## src/rtl/risc_eunit_pipe_if.sv

```systemverilog
// Issue, result and external-preload signals of the pipelined execution unit.
// The unit itself connects through the slave modport; whoever drives issue uses master.
interface risc_eunit_pipe_if #(
  parameter int DATA_W = 8,
  parameter int ADDR_W = 3
);
  logic              in_valid;
  logic              in_ready;
  logic [3:0]        opcode;
  logic [ADDR_W-1:0] opnda_addr;
  logic [ADDR_W-1:0] opndb_addr;
  logic [ADDR_W-1:0] dest_addr;
  logic              ext_we;
  logic [ADDR_W-1:0] ext_waddr;
  logic [DATA_W-1:0] ext_wdata;
  logic [DATA_W-1:0] rslt;
  logic              rslt_valid;
  logic              rslt_ready;
  logic [3:0]        flags;

  modport master (
    output in_valid, opcode, opnda_addr, opndb_addr, dest_addr,
    output ext_we, ext_waddr, ext_wdata, rslt_ready,
    input  in_ready, rslt, rslt_valid, flags
  );

  modport slave (
    input  in_valid, opcode, opnda_addr, opndb_addr, dest_addr,
    input  ext_we, ext_waddr, ext_wdata, rslt_ready,
    output in_ready, rslt, rslt_valid, flags
  );
endinterface

```

## src/rtl/risc_eunit_pipe.sv

```systemverilog
// Two-stage pipelined execution unit: register file, operand read with forwarding, ALU, flagged result.
// Define EUNIT_MUL_EN to turn opcode 1110 into an unsigned multiply; otherwise 1110 is a nop.
module risc_eunit_pipe #(
  parameter int DATA_W = 8,
  parameter int ADDR_W = 3
) (
  input logic               clk,
  input logic               rst,
  risc_eunit_pipe_if.slave  bus
);
  localparam int REG_N = 2 ** ADDR_W;
  localparam int MSB   = DATA_W - 1;

`ifdef EUNIT_MUL_EN
  localparam bit MUL_EN = 1'b1;
`else
  localparam bit MUL_EN = 1'b0;
`endif

  typedef enum logic [3:0] {
    OP_NOP = 4'h0, OP_ADD = 4'h1, OP_SUB = 4'h2, OP_AND = 4'h3,
    OP_OR  = 4'h4, OP_XOR = 4'h5, OP_INC = 4'h6, OP_DEC = 4'h7,
    OP_NOT = 4'h8, OP_NEG = 4'h9, OP_SHR = 4'ha, OP_SHL = 4'hb,
    OP_ROR = 4'hc, OP_ROL = 4'hd, OP_MUL = 4'he, OP_ST  = 4'hf
  } op_e;

  logic [DATA_W-1:0] regs [REG_N];

  logic              s1_valid;
  op_e               s1_op;
  logic [ADDR_W-1:0] s1_dest;
  logic [DATA_W-1:0] s1_a;
  logic [DATA_W-1:0] s1_b;
  logic              s1_writes;

  logic [DATA_W-1:0] rslt_q;
  logic [3:0]        flags_q;
  logic              rslt_valid_q;

  logic [DATA_W-1:0] alu_r;
  logic              alu_c;
  logic              alu_v;
  logic [DATA_W:0]   wide;

  logic              s2_free;
  logic              in_ready;
  logic              wb;
  logic [DATA_W-1:0] opnd_a;
  logic [DATA_W-1:0] opnd_b;

  assign s1_writes = (s1_op != OP_NOP) && ((s1_op != OP_MUL) || MUL_EN);
  assign s2_free   = !rslt_valid_q || bus.rslt_ready;
  assign in_ready  = !s1_valid || s2_free;
  assign wb        = s1_valid && s2_free && s1_writes;

  assign bus.in_ready   = in_ready;
  assign bus.rslt       = rslt_q;
  assign bus.flags      = flags_q;
  assign bus.rslt_valid = rslt_valid_q;

`ifdef EUNIT_MUL_EN
  logic [2*DATA_W-1:0] prod;
  assign prod = s1_a * s1_b;
`endif

  always_comb begin
    alu_r = '0;
    alu_c = 1'b0;
    alu_v = 1'b0;
    wide  = '0;
    case (s1_op)
      OP_ADD: begin
        wide  = {1'b0, s1_a} + {1'b0, s1_b};
        alu_r = wide[MSB:0];
        alu_c = wide[DATA_W];
        alu_v = (s1_a[MSB] == s1_b[MSB]) && (alu_r[MSB] != s1_a[MSB]);
      end
      OP_SUB: begin
        wide  = {1'b0, s1_a} - {1'b0, s1_b};
        alu_r = wide[MSB:0];
        alu_c = wide[DATA_W];
        alu_v = (s1_a[MSB] != s1_b[MSB]) && (alu_r[MSB] != s1_a[MSB]);
      end
      OP_AND: alu_r = s1_a & s1_b;
      OP_OR:  alu_r = s1_a | s1_b;
      OP_XOR: alu_r = s1_a ^ s1_b;
      OP_INC: begin
        wide  = {1'b0, s1_a} + (DATA_W+1)'(1);
        alu_r = wide[MSB:0];
        alu_c = wide[DATA_W];
        alu_v = !s1_a[MSB] && alu_r[MSB];
      end
      OP_DEC: begin
        wide  = {1'b0, s1_a} - (DATA_W+1)'(1);
        alu_r = wide[MSB:0];
        alu_c = wide[DATA_W];
        alu_v = s1_a[MSB] && !alu_r[MSB];
      end
      OP_NOT: alu_r = ~s1_a;
      // Negating the most negative value is the only overflow case.
      OP_NEG: begin
        wide  = {(DATA_W+1){1'b0}} - {1'b0, s1_a};
        alu_r = wide[MSB:0];
        alu_c = wide[DATA_W];
        alu_v = s1_a[MSB] && alu_r[MSB];
      end
      OP_SHR: begin
        alu_r = {1'b0, s1_a[MSB:1]};
        alu_c = s1_a[0];
      end
      OP_SHL: begin
        alu_r = {s1_a[MSB-1:0], 1'b0};
        alu_c = s1_a[MSB];
      end
      OP_ROR: begin
        alu_r = {s1_a[0], s1_a[MSB:1]};
        alu_c = s1_a[0];
      end
      OP_ROL: begin
        alu_r = {s1_a[MSB-1:0], s1_a[MSB]};
        alu_c = s1_a[MSB];
      end
`ifdef EUNIT_MUL_EN
      OP_MUL: begin
        alu_r = prod[MSB:0];
        alu_c = |prod[2*DATA_W-1:DATA_W];
      end
`endif
      OP_ST:  alu_r = s1_a;
      default: ;
    endcase
  end

  // The op in stage 1 has not been written back yet, so its ALU output overrides the register.
  always_comb begin
    opnd_a = regs[bus.opnda_addr];
    opnd_b = regs[bus.opndb_addr];
    if (s1_valid && s1_writes && (s1_dest == bus.opnda_addr)) opnd_a = alu_r;
    if (s1_valid && s1_writes && (s1_dest == bus.opndb_addr)) opnd_b = alu_r;
  end

  always_ff @(posedge clk) begin
    if (rst) begin
      s1_valid <= 1'b0;
      s1_op    <= OP_NOP;
      s1_dest  <= '0;
      s1_a     <= '0;
      s1_b     <= '0;
    end else if (in_ready) begin
      s1_valid <= bus.in_valid;
      if (bus.in_valid) begin
        s1_op   <= op_e'(bus.opcode);
        s1_dest <= bus.dest_addr;
        s1_a    <= opnd_a;
        s1_b    <= opnd_b;
      end
    end
  end

  always_ff @(posedge clk) begin
    if (rst) begin
      rslt_q       <= '0;
      flags_q      <= '0;
      rslt_valid_q <= 1'b0;
    end else if (wb) begin
      rslt_q       <= alu_r;
      flags_q      <= {alu_v, alu_c, alu_r[MSB], (alu_r == '0)};
      rslt_valid_q <= 1'b1;
    end else if (bus.rslt_ready) begin
      rslt_valid_q <= 1'b0;
    end
  end

  // Pipeline writeback is assigned last so it wins a same-address collision with the preload port.
  always_ff @(posedge clk) begin
    if (rst) begin
      for (int i = 0; i < REG_N; i++) regs[i] <= '0;
    end else begin
      if (bus.ext_we) regs[bus.ext_waddr] <= bus.ext_wdata;
      if (wb) regs[s1_dest] <= alu_r;
    end
  end
endmodule

```

## src/flat_wrapper.sv

```systemverilog
// flat-port wrapper written by rule: the top's interface ports become plain ports
module risc_eunit_pipe_flat 
#(
  parameter int DATA_W = 8,
  parameter int ADDR_W = 3
)
  (clk, rst, bus_in_valid, bus_opcode, bus_opnda_addr, bus_opndb_addr, bus_dest_addr, bus_ext_we, bus_ext_waddr, bus_ext_wdata, bus_rslt_ready, bus_in_ready, bus_rslt, bus_rslt_valid, bus_flags);
  risc_eunit_pipe_if #(.DATA_W(DATA_W), .ADDR_W(ADDR_W)) bus_i ();
  input logic clk;
  input logic rst;
  input wire logic [$bits(bus_i.in_valid)-1:0] bus_in_valid;
  input wire logic [$bits(bus_i.opcode)-1:0] bus_opcode;
  input wire logic [$bits(bus_i.opnda_addr)-1:0] bus_opnda_addr;
  input wire logic [$bits(bus_i.opndb_addr)-1:0] bus_opndb_addr;
  input wire logic [$bits(bus_i.dest_addr)-1:0] bus_dest_addr;
  input wire logic [$bits(bus_i.ext_we)-1:0] bus_ext_we;
  input wire logic [$bits(bus_i.ext_waddr)-1:0] bus_ext_waddr;
  input wire logic [$bits(bus_i.ext_wdata)-1:0] bus_ext_wdata;
  input wire logic [$bits(bus_i.rslt_ready)-1:0] bus_rslt_ready;
  output wire logic [$bits(bus_i.in_ready)-1:0] bus_in_ready;
  output wire logic [$bits(bus_i.rslt)-1:0] bus_rslt;
  output wire logic [$bits(bus_i.rslt_valid)-1:0] bus_rslt_valid;
  output wire logic [$bits(bus_i.flags)-1:0] bus_flags;
  assign bus_i.in_valid = bus_in_valid;
  assign bus_i.opcode = bus_opcode;
  assign bus_i.opnda_addr = bus_opnda_addr;
  assign bus_i.opndb_addr = bus_opndb_addr;
  assign bus_i.dest_addr = bus_dest_addr;
  assign bus_i.ext_we = bus_ext_we;
  assign bus_i.ext_waddr = bus_ext_waddr;
  assign bus_i.ext_wdata = bus_ext_wdata;
  assign bus_i.rslt_ready = bus_rslt_ready;
  assign bus_in_ready = bus_i.in_ready;
  assign bus_rslt = bus_i.rslt;
  assign bus_rslt_valid = bus_i.rslt_valid;
  assign bus_flags = bus_i.flags;
  risc_eunit_pipe #(.DATA_W(DATA_W), .ADDR_W(ADDR_W)) u_core (.clk(clk), .rst(rst), .bus(bus_i));
endmodule
```

## config.mk

```make
export PLATFORM = sky130hd
export DESIGN_NAME = risc_eunit_pipe_flat
export DESIGN_NICKNAME = d
export VERILOG_FILES = /design/src/rtl/risc_eunit_pipe_if.sv /design/src/rtl/risc_eunit_pipe.sv /design/src/flat_wrapper.sv
export SDC_FILE = /design/constraint.sdc
export NUM_CORES = 1
export LEC_CHECK = 0
export CAP_MARGIN = 20
export CORE_ASPECT_RATIO = 1.25
export CORE_MARGIN = 1.5
export CORE_UTILIZATION = 65
export DETAILED_ROUTE_END_ITERATION = 10
export DONT_BUFFER_PORTS = 1
export PLACE_DENSITY = 0.81
export SLEW_MARGIN = 20
export SYNTH_ARGS = -nofsm -noshare
export SYNTH_HDL_FRONTEND = slang
export SYNTH_SLANG_ARGS = --single-unit
```

## constraint.sdc

```tcl
create_clock -name clk -period 4.4 [get_ports clk]
set_input_delay 0.44 -clock clk [delete_from_list [all_inputs] [get_ports clk]]
set_output_delay 0.44 -clock clk [all_outputs]
set_load 0.1 [all_outputs]
```

==> run_results.csv, run 1 <==
group,metric,value,unit
run_status,outcome,"finished, violations left",
run_status,violations,"DRC",
placed_design,dp_cells,885,
setup_path,startpoint_type,"flop",
die,ios,43,
setup_path,crit_path_cell_trace,"inv_1 -> ha_1 -> a21oi_1 -> o2bb2ai_1 -> o41ai_1 -> nand2b_1 -> nand4_1 -> nor2_1 -> o21ai_0",
sta,min_period,3.567,ns
power_and_ir_drop,pwr-share-comb,0.212,
setup_path,cp_num_buf_inv,1,
clock_tree,holdBufCountCts,0,
sta,hold_viol,0,
drt,viasPerCell,7.373,
sta,worst_pin_slew,1.059,ns
power_and_ir_drop,switchingPower,0.0007787,W
grt,grt_pass1_vias,6478,
setup_path,cp_slowest_cell,"dfxtp_1",
placed_design,portBuffers,0,
setup_path,critPathArrivalTime,3.64,ns
synthesis,ys_seq_elements,100,
setup_path,crit_family,"compound AO/OA/AOI/OAI gates",
setup_path,max_stage_delay,0.71,ns
sta,fmax,280.3,MHz
clock_tree,clk_latency,0.35,ns
drt,ant_nets,0,
power_and_ir_drop,finalPower,0.002429,W
min_path,min_path_type,"in2reg",
power_and_ir_drop,p_leak,2.786,nW
die,coreArea,11140,µm²
power_and_ir_drop,powerDensity,311.7,nW/µm²
cells_and_area,area_delta_synth_final,4.443,%
clock_tree,tritoncts.num_buffers,9,
sta,max_slew_margin,0.2942,
flow_run,drv_cap,0,
setup_path,timing.rr.start,"u_core.s1_a[3]$_SDFFE_PP0P_",
clock_tree,cts_root_buf,"clkbuf_16",
grt,grtUsageTotal,0.3870,
grt,grt_max_degree,51,
synthesis,avgSynthCellArea,9.316,µm²
sta,drv_slew,0,
power_and_ir_drop,clkPwrFrac,0.312,
die,row_count,43,
grt,antenna_found_initial,0,
drt,drt_pass1_iterations,10,
synthesis,yosys_warnings,0,
power_and_ir_drop,p_int,0.001651,W
synthesis,ys.flop_type,"edfxtp_1",
clock_tree,cts.sinks,100,
placed_design,gp_congestion,0.9965,
power_and_ir_drop,peakVddDrop,0.0003505,V
sta,fin_worst_skew,0.007755,ns
clock_tree,clock_path_buffers,2,
clock_tree,cts_tree,"built",
setup_path,worstSetupPathType,"reg2reg",
cells_and_area,final_common_cell,"nand3_1",
cells_and_area,drive_above_1_share,0.1317,
drt,post_drt_wl_per_cell,25.15,µm
cells_and_area,final_nets,821,
drt,vias,6650,
synthesis,ys_async_sr_fraction,0,
sta,min_period_over_period,0.8107,
setup_path,crit_path_max_fanout,18,
drt,routed_wl,22.68,mm
grt,grt_pass1_wl,35.51,mm
sta,rsz0062_at_grt,"false",
die,die_width,98.84,µm
die,initial_core_util,0.6700,
drt,drt_iter0_drc,633,
min_path,holdCritStartpoint,"rst",
setup_path,startpoint,"u_core.s1_a[3]$_SDFFE_PP0P_",
die,die_area,12140,µm²
synthesis,synth_cell_types,79,
grt,grt_overflow,0,
sta,setup_viol,0,
synthesis,synth_nets,860,
clock_tree,cts.reportedPaths.clkPinSlew,0.07,ns
power_and_ir_drop,p_sw_frac,0.3205,
synthesis,ys_seq_area_frac,0.3541,
clock_tree,cts_setup_buffers,0,
setup_path,crit_path_end_kind,"flop",
power_and_ir_drop,power_frac_seq,0.476,
synthesis,synth_edf_count,64,
sta,final.setup.tns,0,ns
setup_path,cp_data_required_time,4.47,ns
clock_tree,cts_resized,0,
synthesis,synth_cells,801,
cells_and_area,final_cell_mix,"81 x nand3_1, 79 x o21ai_0, 64 x edfxtp_1",
cells_and_area,stdcell_count,902,
clock_tree,htreeDepth,3,
die,die_h,122.8,µm
synthesis,syn_area,7462,µm²
cells_and_area,final_util,0.6998,
placed_design,dp.final_hpwl,16.99,mm
drt,drc,1,
cells_and_area,antenna_cells,0,
worst reg2reg max path: stages (launching register included):
cell,delay (ns)
dfxtp_1,0.71
inv_1,0.15
ha_1,0.45
a21oi_1,0.30
o2bb2ai_1,0.16
o41ai_1,0.58
nand2b_1,0.19
nand4_1,0.14
nor2_1,0.44
o21ai_0,0.18
power by group through the flow:
stage | Clock [W] | Combinational (W) | Sequential (W)
after floorplan | 0 | 0.000419 | 0.00114
after global placement | 0 | 0.000489 | 0.00117
after detailed placement | 0 | 0.000498 | 0.00117
after CTS | 0.000753 | 0.000502 | 0.00115
after global routing | 0.000789 | 0.000553 | 0.00116
final | 0.000759 | 0.000514 | 0.00116
path summary, 6_finish.rpt:
check	to	slack (ns)	depth (start not counted)
setup / recovery	u_core.regs[3][7]$_DFFE_PP_	0.83	9
hold / removal	u_core.s1_b[7]$_SDFFE_PP0P_	0.16	1
setup reg to reg	u_core.regs[3][7]$_DFFE_PP_	0.83	9
hold reg to reg	u_core.s1_b[2]$_SDFFE_PP0P_	0.50	2
Yosys cell counts, types with 10 or more instances:
| library cell | number | area [µm²] |
|---|---|---|
| edfxtp_1 | 64 | 1922 |
| xnor2_1 | 11 | 96.34 |
| nor3_1 | 12 | 60.06 |
| nor2_1 | 45 | 168.9 |
| nand4_1 | 10 | 62.56 |
| a21oi_1 | 33 | 165.2 |
| nand3_1 | 81 | 405.4 |
| clkbuf_1 | 43 | 161.4 |
| o21ai_0 | 79 | 395.4 |
| buf_2 | 20 | 100.1 |
| mux2i_1 | 32 | 320.3 |
| nand2_1 | 63 | 236.5 |
| o31ai_1 | 11 | 82.58 |
| buf_1 | 13 | 48.80 |
| ha_1 | 28 | 350.3 |
| a211oi_1 | 11 | 82.58 |
| mux4_2 | 32 | 720.7 |
| inv_1 | 27 | 101.4 |
| dfxtp_1 | 36 | 720.7 |
layer usage:
layer  vias to the layer above  wire [µm]  track usage
met5                         -          0            0
met4                         0       1526       0.2536
met3                       108       1558      0.05979
met2                       390      11650       0.6909
met1                      3200       7949       0.4280
li1                       2952          -            -
stage by stage:
step / setup WS, ns / hold slack, ns / instance area (µm²)
final: 0.8330 / 0.1609 / 7794
after global routing: 0.5261 / 0.1495 / 7794
after CTS: 0.9567 / 0.1476 / 7789
after detailed placement: 0.9509 / 0.4930 / 7512
after global placement: 1.122 / 0.4771 / 7512
after floorplan: 1.236 / 0.4536 / 7462
final cells by class:
cell class | instances | area (µm²)
Sequential cell | 100 | 2644
Multi-Input combinational cell | 593 | 4373
Inverter | 27 | 101.3
Timing Repair Buffer | 31 | 230.2
Tap cell | 135 | 168.9
Clock buffer | 10 | 229.0
Clock inverter | 6 | 47.55
Fill cell | 871 | 3343
sequential cells by signal, summed over array words and instances, names as in the netlist:
register,flops
u_core.regs,64
u_core.s1_op,4
u_core.s1_b,8
u_core.bus.rslt_valid,1
u_core.s1_valid,1
u_core.s1_dest,3
u_core.bus.flags,4
u_core.s1_a,8
u_core.bus.rslt,7
cells by family after synthesis:
kind of cell | share of synthesized area
buf+inv | 0.06221
mux | 0.1455
flops | 0.3541
fa+ha+maj | 0.05231
compound gates | 0.1809
xor+xnor | 0.01626
simple gates | 0.1886
(Power assumes the default switching activity.)
==> inputs of run 2 (changes only) <==
==> constraint.sdc (replaced) <==
create_clock -name clk -period 3.6 [get_ports clk]
set_input_delay 0.36 -clock clk [delete_from_list [all_inputs] [get_ports clk]]
set_output_delay 0.36 -clock clk [all_outputs]
set_load 0.1 [all_outputs]
==> run_results.csv, run 2 (synthesis results as in run 1) <==
group,metric,value,unit
run_status,outcome,"finished, violations left",
run_status,violations,"DRC",
sta,hold_viol,0,
cells_and_area,final_cell_mix,"81 x nand3_1, 79 x o21ai_0, 64 x edfxtp_1",
clock_tree,cts.reportedPaths.clkPinSlew,0.07,ns
grt,grt_overflow,0,
die,die_area,12140,µm²
setup_path,crit_path_cell_trace,"inv_1 -> ha_1 -> inv_1 -> a211oi_1 -> or2_2 -> a221oi_1 -> o2111ai_1 -> or4_1 -> o21ai_1",
die,ios,43,
clock_tree,cts_tree,"built",
cells_and_area,multi_input_area,4373,µm²
cells_and_area,largest_reg_flops,64,
setup_path,crit_family,"simple AND/OR/NAND/NOR gates",
drt,vias,6766,
sta,max_slew_margin,0.2210,
setup_path,worstSetupPathType,"reg2reg",
min_path,min_path_type,"in2reg",
cells_and_area,top_regs,"u_core.regs: 64 flops, u_core.s1_a: 8 flops, u_core.s1_b: 8 flops",
clock_tree,tritoncts.num_buffers,9,
sta,setup_viol,0,
sta,final.setup.tns,0,ns
sta,rsz0062_at_grt,"false",
grt,grt_use_met3,0.07005,
cells_and_area,seq_area,2644,µm²
drt,routed_wl,23.49,mm
cells_and_area,drive_above_1_share,0.1505,
cells_and_area,antenna_cells,0,
clock_tree,cts_setup_buffers,0,
die,initial_core_util,0.6700,
sta,drv_slew,0,
clock_tree,clock_path_buffers,2,
drt,viasPerCell,7.362,
power_and_ir_drop,power_frac_seq,0.459,
grt,grt_pass1_wl,36.20,mm
setup_path,critPathArrivalTime,3.58,ns
cells_and_area,stdcell_count,919,
setup_path,max_stage_delay,0.66,ns
clock_tree,cts.sinks,100,
drt,drt_iter0_drc,664,
grt,grt_max_degree,51,
setup_path,startpoint_type,"flop",
power_and_ir_drop,p_int,0.002092,W
grt,grt_use_met1,0.4336,
drt,drc,1,
sta,min_period_over_period,0.9164,
drt,post_drt_wl_per_cell,25.56,µm
setup_path,crit_path_end_kind,"flop",
drt,drt_pass1_iterations,10,
power_and_ir_drop,powerDensity,384.0,nW/µm²
flow_run,drv_cap,0,
setup_path,path_common_cell,"inv_1",
sta,fmax,303.1,MHz
cells_and_area,final_nets,838,
power_and_ir_drop,p_leak,2.882,nW
sta,fin_worst_skew,0.006671,ns
cells_and_area,num-fill-cells,815,
grt,grtUsageTotal,0.3940,
drt,ant_nets,0,
power_and_ir_drop,p_sw_frac,0.3137,
sta,min_period,3.299,ns
clock_tree,holdBufCountCts,0,
cells_and_area,final_common_cell,"nand3_1",
clock_tree,cts_resized,0,
power_and_ir_drop,finalPower,0.003049,W
setup_path,crit_path_max_fanout,11,
placed_design,dp.final_hpwl,17.26,mm
clock_tree,cts_root_buf,"clkbuf_16",
clock_tree,clk_latency,0.35,ns
setup_path,cp_slowest_cell,"dfxtp_1",
power_and_ir_drop,peakVddDrop,0.0002832,V
die,die_h,122.8,µm
setup_path,cp_num_buf_inv,2,
die,row_count,43,
sta,worst_pin_slew,1.153,ns
grt,top_usage_layer,"met2",
cells_and_area,largest-register,"u_core.regs",
placed_design,dp_cells,903,
power_and_ir_drop,pwr-share-comb,0.219,
grt,antenna_found_initial,0,
grt,grt_pass1_vias,6661,
power_and_ir_drop,switchingPower,0.0009563,W
power_and_ir_drop,clkPwrFrac,0.322,
placed_design,portBuffers,0,
placed_design,gp_congestion,1.019,
die,coreArea,11140,µm²
die,die_width,98.84,µm
setup_path,cp_data_required_time,3.88,ns
grt,grt_use_met2,0.7060,
cells_and_area,area_delta_synth_final,6.405,%
clock_tree,htreeDepth,3,
run 2: changes by cell type in the layout (fill, tap and decap cells not counted), sizes merged:
cell	delta
clkbuf	-1
buf	+18
inv	-1
clkinvlp	-1
bufinv	+1
clkinv	+1
run 2: final cells by class:
type / count / area share
repair buffers: 48 / 0.04538
clock inverters: 6 / 0.008037
clock buffers: 10 / 0.02884
well taps: 135 / 0.02127
inverters: 27 / 0.01276
flip-flops and latches: 100 / 0.3330
multi-input cells: 593 / 0.5507
run 2: worst paths after layout:
check | slack [ns] | depth (start not counted) | start | end
max | 0.30 | 9 | u_core.s1_a[5]$_SDFFE_PP0P_ | u_core.bus.flags[0]$_SDFFE_PP0P_
min | 0.1 | 1 | rst | u_core.bus.flags[3]$_SDFFE_PP0P_
max reg2reg | 0.30 | 9 | u_core.s1_a[5]$_SDFFE_PP0P_ | u_core.bus.flags[0]$_SDFFE_PP0P_
min reg2reg | 0.50 | 2 | u_core.s1_b[2]$_SDFFE_PP0P_ | u_core.s1_b[2]$_SDFFE_PP0P_
run 2: power by group through the flow:
| stage | clock (W) | combinational (W) | sequential, W |
|---|---|---|---|
| after global placement | 0 | 0.000624 | 0.00142 |
| after global routing | 0.00102 | 0.000707 | 0.00141 |
| after CTS | 0.000970 | 0.000646 | 0.00140 |
| after floorplan | 0 | 0.000512 | 0.00139 |
| after detailed placement | 0 | 0.000642 | 0.00142 |
| final | 0.000980 | 0.000668 | 0.00140 |
run 2: per-layer routing:
layer	share of wire	routed length, µm	vias to the layer above
met1	0.33	7860	3188
met5	0	0	-
met2	0.52	12200	474
met3	0.085	2001	122
met4	0.061	1433	0
li1	-	-	2982
run 2: metrics by stage:
stage / utilization / area (µm²) / hold slack, ns / worst slack (ns)
2_1_floorplan: - / 7462 / 0.4536 / 0.4365
3_3_place_gp: 0.6861 / 7641 / 0.4381 / 0.3694
3_5_place_dp: 0.6861 / 7641 / 0.4426 / 0.2858
4_1_cts: 0.7124 / 7934 / 0.08499 / 0.2476
5_1_grt: 0.7130 / 7940 / 0.08266 / 0.09278
6_report: 0.7130 / 7940 / 0.09706 / 0.3011
==> inputs of run 3 (changes only) <==
--- a/config.mk
+++ b/config.mk
@@ -12,7 +12,7 @@
 export DETAILED_ROUTE_END_ITERATION = 10
 export DONT_BUFFER_PORTS = 1
 export PLACE_DENSITY = 0.81
-export SLEW_MARGIN = 20
+export SLEW_MARGIN = 15
 export SYNTH_ARGS = -nofsm -noshare
 export SYNTH_HDL_FRONTEND = slang
 export SYNTH_SLANG_ARGS = --single-unit
==> run_results.csv, run 3 (synthesis results as in run 1) <==
group,metric,value,unit
setup_path,regToRegSetupSlack,0.28,ns
clock_tree,cts_root_buf,"clkbuf_16",
setup_path,crit_path_max_fanout,11,
drt,vias,6776,
clock_tree,cts.reportedPaths.clkPinSlew,0.07,ns
placed_design,dp.final_hpwl,17.26,mm
drt,route.met3.wl,1.959,mm
drt,routed.top_layer,"met4",
die,initial_core_util,0.6700,
drt,m1WireLength,7.994,mm
die,die_width,98.84,µm
cells_and_area,stdcell_count,920,
grt,grt_overflow,0,
cells_and_area,top_regs,"u_core.regs: 64 flops, u_core.s1_a: 8 flops, u_core.s1_b: 8 flops",
grt,grtUsageTotal,0.3940,
sta,hold_ws,0.1002,ns
power_and_ir_drop,switchingPower,0.0009567,W
die,die_area,12140,µm²
setup_path,crit_path_end_kind,"flop",
min_path,min_path_type,"in2reg",
power_and_ir_drop,p_sw_frac,0.3138,
cells_and_area,area_delta_synth_final,6.388,%
setup_path,max_stage_delay,0.67,ns
setup_path,crit_path_cell_trace,"inv_1 -> ha_1 -> inv_1 -> a211oi_1 -> or2_2 -> a221oi_1 -> o2111ai_1 -> or4_1 -> o21ai_1",
cells_and_area,final_cell_mix,"81 x nand3_1, 79 x o21ai_0, 64 x edfxtp_1",
placed_design,gp_congestion,1.019,
clock_tree,cts_resized,0,
sta,min_period,3.316,ns
clock_tree,holdBufCountCts,0,
cells_and_area,num-fill-cells,816,
grt,grt_pass1_vias,6661,
power_and_ir_drop,powerDensity,384.1,nW/µm²
run_status,violations,"DRC",
sta,fin_worst_skew,0.007962,ns
die,die_h,122.8,µm
drt,ant_nets,0,
power_and_ir_drop,p_int,0.002092,W
placed_design,dp_cells,903,
flow_run,drv_cap,0,
cells_and_area,final_common_cell,"nand3_1",
setup_path,critPathArrivalTime,3.60,ns
cells_and_area,fin_area,7939,µm²
cells_and_area,final_nets,839,
sta,drv_slew,0,
setup_path,worstSetupPathType,"reg2reg",
grt,grt_max_degree,51,
sta,hold_viol,0,
setup_path,startpoint_type,"flop",
clock_tree,cts_tree,"built",
sta,final.setup.tns,0,ns
power_and_ir_drop,p_leak,2.885,nW
sta,min_period_over_period,0.9211,
sta,rsz0062_at_grt,"false",
drt,viasPerCell,7.365,
power_and_ir_drop,clkPwrFrac,0.321,
drt,drc,1,
die,row_count,43,
drt,routed_wl,23.56,mm
cells_and_area,antenna_cells,0,
setup_path,cp_data_required_time,3.88,ns
grt,grt_pass1_wl,36.20,mm
placed_design,portBuffers,0,
setup_path,path_common_cell,"inv_1",
sta,max_slew_margin,0.2212,
placed_design,dpl_cell_area,7641,µm²
sta,fmax,301.6,MHz
power_and_ir_drop,pwr-share-comb,0.219,
sta,postLayoutSetupSlackWorst,0.2840,ns
clock_tree,clk_latency,0.35,ns
power_and_ir_drop,power_frac_seq,0.459,
clock_tree,cts_setup_buffers,0,
placed_design,place_ws,0.2858,ns
sta,setup_viol,0,
setup_path,cp_slowest_cell,"dfxtp_1",
cells_and_area,drive_above_1_share,0.1503,
drt,drt_pass1_iterations,9,
grt,antenna_found_initial,0,
die,coreArea,11140,µm²
drt,drt_iter0_drc,666,
sta,worst_pin_slew,1.152,ns
power_and_ir_drop,peakVddDrop,0.0002839,V
clock_tree,clock_path_buffers,2,
drt,post_drt_wl_per_cell,25.61,µm
run_status,outcome,"finished, violations left",
cells_and_area,largest_reg_flops,64,
die,ios,43,
cells_and_area,largest-register,"u_core.regs",
clock_tree,htreeDepth,3,
clock_tree,cts.sinks,100,
clock_tree,tritoncts.num_buffers,9,
drt,dr_wl_met2,12.17,mm
run 3: metrics by stage:
stage / total power [W] / utilization
after global routing: 0.003129 / 0.7128
after floorplan: 0.001899 / -
after CTS: 0.003013 / 0.7124
after detailed placement: 0.002063 / 0.6861
after global placement: 0.002040 / 0.6861
final: 0.003049 / 0.7128
run 3: area by class of cell:
cell class	instances	area [µm²]	area share
inverter	27	101.3	0.01277
tap	135	168.9	0.02128
sequential	100	2644	0.3330
timing repair buffer	49	365.4	0.04602
multi-input combinational	593	4367	0.5500
clock buffer	10	229.0	0.02884
clock inverter	6	63.81	0.008038
run 3: worst paths after layout:
path,from,cells after the start,to
worst max-delay path,u_core.s1_a[5]$_SDFFE_PP0P_,9,u_core.bus.flags[0]$_SDFFE_PP0P_
worst min-delay path,rst,1,u_core.s1_b[0]$_SDFFE_PP0P_
worst max register to register,u_core.s1_a[5]$_SDFFE_PP0P_,9,u_core.bus.flags[0]$_SDFFE_PP0P_
worst min register to register,u_core.s1_b[2]$_SDFFE_PP0P_,2,u_core.s1_b[2]$_SDFFE_PP0P_
run 3: per-layer routing:
metal | vias to the layer above | global-route usage
met3 | 120 | 0.07005
met2 | 427 | 0.7060
met4 | 0 | 0.2438
met1 | 3245 | 0.4336
met5 | - | 0
li1 | 2984 | -
run 3: power by group through the flow:
stage                     logic (W)  clock network, W  registers [W]
final                      0.000669          0.000980        0.00140
after global routing       0.000708           0.00102        0.00141
after CTS                  0.000646          0.000970        0.00140
after detailed placement   0.000642                 0        0.00142
after global placement     0.000624                 0        0.00142
after floorplan            0.000512                 0        0.00139
run 3: critical path: cells and delay by family, from the launching register on:
kind	cells	cell delay, ns
adder cells (fa/ha/maj)	1	0.48
AND/OR/NAND/NOR	2	0.91
buffers and inverters	2	0.40
AO/OA/AOI/OAI	4	0.79
flip-flops	1	0.67
